## config.mk

```make
export PLATFORM = sky130hd
export DESIGN_NAME = mod_inv_arbiter
export DESIGN_NICKNAME = d
export VERILOG_FILES = /design/src/rtl/mod_inv_arbiter.sv
export SDC_FILE = /design/constraint.sdc
export NUM_CORES = 1
export LEC_CHECK = 0
export BUFFER_PORTS_ARGS = -buffer_cell sky130_fd_sc_hd__buf_2
export CORE_AREA = 2 2 711 713
export DETAILED_ROUTE_END_ITERATION = 8
export DIE_AREA = 0 0 713 715
export HOLD_SLACK_MARGIN = 0.03
export SYNTH_ARGS = -nofsm -noshare
export SYNTH_HDL_FRONTEND = slang
export SYNTH_SLANG_ARGS = --single-unit
```

## constraint.sdc

```tcl
create_clock -name clk -period 2.6 [get_ports clk]
set_clock_uncertainty 0.15 [all_clocks]
set_input_delay 0.39 -clock clk [delete_from_list [all_inputs] [get_ports clk]]
set_output_delay 0.39 -clock clk [all_outputs]
set_load 0.02 [all_outputs]
```

## src/rtl/mod_inv_arbiter.sv

```systemverilog
// Round-robin arbiter sharing one 256-bit modular inverter among NREQ requesters.
// Optional macro ZERO_CHECK_EN: zero operands bypass the inverter and return resp_err=1.
module mod_inv_arbiter #(
   parameter int NREQ = 4,
   parameter int W    = 256,
   parameter int IDW  = $clog2(NREQ)
) (
   input  logic              clk,
   input  logic              rst,
   input  logic [NREQ-1:0]   req_valid,
   input  logic [NREQ*W-1:0] req_a,
   output logic [NREQ-1:0]   req_ready,
   output logic [NREQ-1:0]   resp_valid,
   output logic [W-1:0]      resp_c,
   output logic              resp_err,
   output logic              busy,
   output logic              inv_rstn,
   output logic [W-1:0]      inv_a,
   output logic              inv_datain,
   input  logic [W-1:0]      inv_c,
   input  logic              inv_done,
   output logic [1:0]        dbg_state
);

   // Handshake: a request transfers on the rising edge where req_valid[i] && req_ready[i];
   // req_ready is only offered in IDLE. resp_valid has no backpressure.
   typedef enum logic [1:0] {
      IDLE  = 2'd0,
      ISSUE = 2'd1,
      WAIT  = 2'd2,
      RESP  = 2'd3
   } state_e;

   state_e          state_q;
   logic [IDW-1:0]  ptr_q;
   logic [IDW-1:0]  g_q;
   logic [NREQ-1:0] resp_valid_q;
   logic [W-1:0]    resp_c_q;
   logic            resp_err_q;
   logic [W-1:0]    inv_a_q;
   logic            inv_datain_q;

   logic [W-1:0]    req_a_arr [NREQ];
   logic [IDW-1:0]  gnt_idx;
   logic [IDW-1:0]  scan_idx;
   logic            gnt_found;
   logic [W-1:0]    gnt_a;
   logic            zero_op;

   for (genvar i = 0; i < NREQ; i++) begin : g_unpack
      assign req_a_arr[i] = req_a[i*W +: W];
   end

   // Scan from the farthest offset down so the nearest requester at or after ptr wins.
   always_comb begin
      gnt_idx   = ptr_q;
      gnt_found = 1'b0;
      scan_idx  = '0;
      for (int k = NREQ - 1; k >= 0; k--) begin
         scan_idx = IDW'((int'(ptr_q) + k) % NREQ);
         if (req_valid[scan_idx]) begin
            gnt_idx   = scan_idx;
            gnt_found = 1'b1;
         end
      end
   end

   assign gnt_a = req_a_arr[gnt_idx];

`ifdef ZERO_CHECK_EN
   assign zero_op = (gnt_a == '0);
`else
   assign zero_op = 1'b0;
`endif

   always_ff @(posedge clk) begin
      if (rst) begin
         state_q      <= IDLE;
         ptr_q        <= '0;
         g_q          <= '0;
         resp_valid_q <= '0;
         resp_c_q     <= '0;
         resp_err_q   <= 1'b0;
         inv_a_q      <= '0;
         inv_datain_q <= 1'b0;
      end else begin
         resp_valid_q <= '0;
         inv_datain_q <= 1'b0;
         case (state_q)
            IDLE: begin
               if (gnt_found) begin
                  g_q        <= gnt_idx;
                  resp_err_q <= zero_op;
                  if (zero_op) begin
                     resp_c_q     <= '0;
                     resp_valid_q <= NREQ'(1) << gnt_idx;
                     state_q      <= RESP;
                  end else begin
                     inv_a_q      <= gnt_a;
                     inv_datain_q <= 1'b1;
                     state_q      <= ISSUE;
                  end
               end
            end
            ISSUE: state_q <= WAIT;
            WAIT: begin
               if (inv_done) begin
                  resp_c_q     <= inv_c;
                  resp_valid_q <= NREQ'(1) << g_q;
                  state_q      <= RESP;
               end
            end
            RESP: begin
               ptr_q   <= (g_q == IDW'(NREQ - 1)) ? '0 : IDW'(g_q + 1'b1);
               state_q <= IDLE;
            end
            default: state_q <= IDLE;
         endcase
      end
   end

   assign req_ready  = (state_q == IDLE && gnt_found) ? (NREQ'(1) << gnt_idx) : '0;
   assign resp_valid = resp_valid_q;
   assign resp_c     = resp_c_q;
   assign resp_err   = resp_err_q;
   assign busy       = (state_q != IDLE);
   assign inv_rstn   = ~rst;
   assign inv_a      = inv_a_q;
   assign inv_datain = inv_datain_q;
   assign dbg_state  = state_q;

endmodule
```

==> results by stage <==
Worst setup path:
- The arrival time at the worst endpoint is 2310 ps.
- Traced cell by cell, the critical path runs through buf_12 > nor2_4 > a221o_1 > o22ai_2 > buf_6 > nand2_8 > nor2_4 > buf_6.
- On the worst path, the slowest cell contributes a delay of 350 ps.
- The critical path required time is 2060 ps.
- Of all nets on the critical path, the largest fanout is 4.
- The worst register-to-register path begins at ptr_q[1]$_SDFFE_PP0N_.
- The slowest stage of the critical path belongs to the cell sky130_fd_sc_hd__dfxtp_2.
- The worst register-to-register path has a depth of 9.
- The nature of the critical path startpoint is a flip-flop.
- The worst register-to-register path ends at inv_a[231]$_SDFFE_PP0P_.
- By startpoint and endpoint, the worst setup path is classified as reg -> out.
- The worst setup path is captured at a primary output.
- The worst register-to-register path has a setup slack of -90 ps.

CTS:
- The number of buffers on the longest clock path is 4.
- The register clock-pin slew on the reported worst setup and hold paths is 60 ps.
- Buffers inserted during clock tree synthesis total 85.
- The number of H-tree levels is 3.
- The number of sinks handled by clock tree synthesis is 523.
- The clock tree from TritonCTS is done.
- The root buffer selected by CTS is sky130_fd_sc_hd__clkbuf_16.
- The latest clock arrival within the worst-skew pair is 840 ps.

Placed design:
- The routability congestion estimate is 0.968.
- The total half-perimeter wirelength after legalization and detailed placement is 411 mm.
- After detailed placement, the design holds a cell count of 11200.
- Prior to clock tree synthesis, the placed netlist has a worst setup slack of -1120 ps.
- The number of port buffers is 1811.

Floorplanning:
- The die outline width is 713 um.
- The total area inside the core boundary comes to 503000 um2.
- The number of top-level pins is 1813.
- The initial utilization of the core area, before any placement, comes to 4.67%.
- The floorplan step defined a die boundary enclosing 510000 um2.
- Measured along the y axis, the die boundary spans 715 um.
- The initialized floorplan defines 261 standard-cell rows.

GRT:
- The total routing usage reported by global routing is 17.0%.
- The final global-route overflow total is 0.
- The number of antenna violations at the first check in global routing is 453.
- The first global-routing pass estimated 531 mm of wire.
- The maximum number of pins on one net before global-route repair is 108.
- The number of global-route vias before repair is 37200.

Cells and area:
- The commonest non-fill, non-tap cell in the layout is sky130_fd_sc_hd__buf_2.
- The layout cell share with drive strength beyond 1 is 40.6%.
- After the flow finishes, the layout carries non-filler instances totaling 12800.
- The post-layout utilization of the core is 12.1%.
- The area growth from synthesis to layout is 158%.
- The library cells used most frequently in the layout, excluding fill and tap cells, are sky130_fd_sc_hd__buf_2, sky130_fd_sc_hd__dlygate4sd3_1, sky130_fd_sc_hd__nand2_1.
- The net count reported at finish is 7179.

Logic synthesis:
- The count of synthesis-stage warnings from yosys is 0.
- The net count after synthesis is 3895.
- The share of the synthesized area in the top cell type is 44.6%.
- The synthesized design contains 523 register bits.
- In this run the cell area of the synthesized design comes to 23500 um2.
- The largest total area in the synthesized netlist belongs to sky130_fd_sc_hd__dfxtp_1.
- The fraction of the yosys area taken by sequential cells is 44.6%.
- After synthesis, the mean cell area works out to 9.02 um2.
- By area the synthesized netlist is led by sky130_fd_sc_hd__dfxtp_1, sky130_fd_sc_hd__mux2i_1, sky130_fd_sc_hd__nand2_1, sky130_fd_sc_hd__o221ai_1, sky130_fd_sc_hd__a21oi_1.
- The number of distinct library cell variants in the gate-level netlist after synthesis is 30.
- The number of instances in the synthesized netlist is 2604.

Drt:
- The via-per-instance ratio is 3.03.
- Summed over all layers, the routed wires come to 456 mm.
- The final routed DRC violation total is 0.
- The average wire length per cell after detail routing is 35.6 um.
- The count of routing violations after the opening detailed-route iteration is 3363.
- The count of nets left with antenna violations once routing finished came out at 0.
- The routed layout has 38800 vias.
- The number of optimization iterations in the first detailed-route pass is 5.

Flow run:
- The number of max-cap violations is 0.

Outcome:
- The checks that failed: negative setup slack.
- The run finished, with violations left.

Timing:
- Setup repair after global routing could not meet its margin everywhere.
- The achievable frequency is 0.351 GHz.
- For the pin with the worst max-slew slack, the measured transition is 776 ps.
- Headroom to the max-slew limit came out at 48.1%.
- The clock period minus final worst setup slack is 2850 ps.
- The ratio of final minimum period to clock period is 110%.
- The max-slew violation total from the final report is 0.
- After layout, the worst setup slack is -248 ps.
- Adding up every negative setup slack in the final design gives -1900 ps.
- Setup violations remaining at the end of the flow were counted as 38.
- The minimum hold slack is 201 ps.
- The hold violation count in the final report is 0.

Hold path:
- In this run the most critical hold path is launched from inv_c[11].
- The number of stages on the worst hold path is 4.
- The endpoint with the worst hold slack is resp_c[11]$_SDFFE_PP0N_.
- The min-delay analysis places its worst path in the category in -> reg.

Power and ir drop:
- For this design the static power due to leakage is 26.3 nW.
- VDD sags by at most 0.510 mV.
- For this design the ratio of total power to cell area is 737 nW/um2.
synth_stat cells:
library cell,instances
sky130_fd_sc_hd__nor2b_1,3
sky130_fd_sc_hd__a211o_1,1
sky130_fd_sc_hd__and4_1,1
sky130_fd_sc_hd__a32oi_1,1
sky130_fd_sc_hd__a211oi_1,1
sky130_fd_sc_hd__and2_1,1
sky130_fd_sc_hd__a221o_1,1
sky130_fd_sc_hd__buf_4,48
sky130_fd_sc_hd__buf_6,6
sky130_fd_sc_hd__mux2i_1,515
sky130_fd_sc_hd__clkbuf_1,131
sky130_fd_sc_hd__o221ai_1,256
sky130_fd_sc_hd__buf_2,41
sky130_fd_sc_hd__nor2_1,15
sky130_fd_sc_hd__o22a_1,1
sky130_fd_sc_hd__ha_1,4
sky130_fd_sc_hd__o21ba_1,1
sky130_fd_sc_hd__a21boi_1,1
sky130_fd_sc_hd__nand2_1,776
sky130_fd_sc_hd__a21o_1,2
sky130_fd_sc_hd__nor4_1,1
sky130_fd_sc_hd__o22ai_1,1
sky130_fd_sc_hd__dfxtp_1,523
sky130_fd_sc_hd__o221a_2,1
sky130_fd_sc_hd__nor4b_1,2
sky130_fd_sc_hd__inv_2,1
sky130_fd_sc_hd__a21oi_1,259
sky130_fd_sc_hd__conb_1,1
sky130_fd_sc_hd__inv_1,5
sky130_fd_sc_hd__buf_1,4
metrics by stage:
stage	instance area (um2)	power, W
after global placement	42700	0.0290
final	60700	0.0447
after global routing	60500	0.0466
after CTS	59300	0.0450
after floorplan	23500	0.0178
after detailed placement	42700	0.0290
state kept, by name, summed over array words and instances, names as in the netlist:
register,count
g_q,2
inv_a,256
dbg_state,2
resp_valid,4
resp_c,256
ptr_q,2
inv_datain,1
logic make-up (layout without fill, tap and decap cells):
family	count (synthesis)	count (layout)	share of synthesized area, %
other	1	167	0.0160
adder cells (fa/ha/maj)	4	4	0.213
buffers and inverters	236	3584	4.95
flip-flops	523	523	44.6
AO/OA/AOI/OAI	526	526	15.5
AND/OR/NAND/NOR	799	799	12.9
multiplexers	515	515	21.9
what timing repair did:
| action | in CTS | in global routing |
|---|---|---|
| setup buffers | 11 | 15 |
| pin swaps | 6 | 31 |
| endpoints found under the hold margin | 520 | 1 |
| resized for setup | 132 | 131 |
| endpoints found under the setup margin | 63 | 82 |
| cloned | 4 | 8 |
| hold buffers | 1281 | 1 |
power breakdown:
group | total, W | internal (W) | switching, W
clock network | 0.0127 | 0.00743 | 0.00528
registers | 0.0113 | 0.00996 | 0.00131
logic | 0.0207 | 0.00709 | 0.0136
total | 0.0447 | 0.0245 | 0.0202
worst max-delay path by stage:
stage          slack, ps             startpoint                       to  depth (start not counted)
2_1_floorplan        320           req_valid[0]             req_ready[1]                          7
3_3_place_gp       -1040           req_valid[3]  inv_a[228]$_SDFFE_PP0P_                          8
3_5_place_dp       -1120           req_valid[3]  inv_a[228]$_SDFFE_PP0P_                          8
4_1_cts             -390  ptr_q[1]$_SDFFE_PP0N_             req_ready[0]                          8
5_1_grt             -360  ptr_q[1]$_SDFFE_PP0N_             req_ready[1]                          8
6_report            -250  ptr_q[1]$_SDFFE_PP0N_             req_ready[0]                          8
worst max-delay path: cells and delay by family (launching register included):
kind                   cells  cell delay (ps)
DFF                        1              350
buffers and inverters      3              390
and+or+nand+nor            3              170
AOI/OAI and AO/OA          2              570
area by class of cell:
class                   instances  area (um2)
multi-input cells            1845       12900
clock inverters                44         583
well taps                    6706        8390
diodes                        166         415
inverters                       6        22.5
fillers                     57800      442000
clock buffers                 107        2340
repair buffers               3427       25500
flip-flops and latches        523       10500
layer usage:
metal,wire length (um),global-route usage [%],share of wire [%]
met1,163000,18.0,36
met2,214000,28.7,47
met3,56700,8.83,12
met4,21900,6.03,4.8
met5,1120,0,0.25
(Power assumes the default switching activity.)
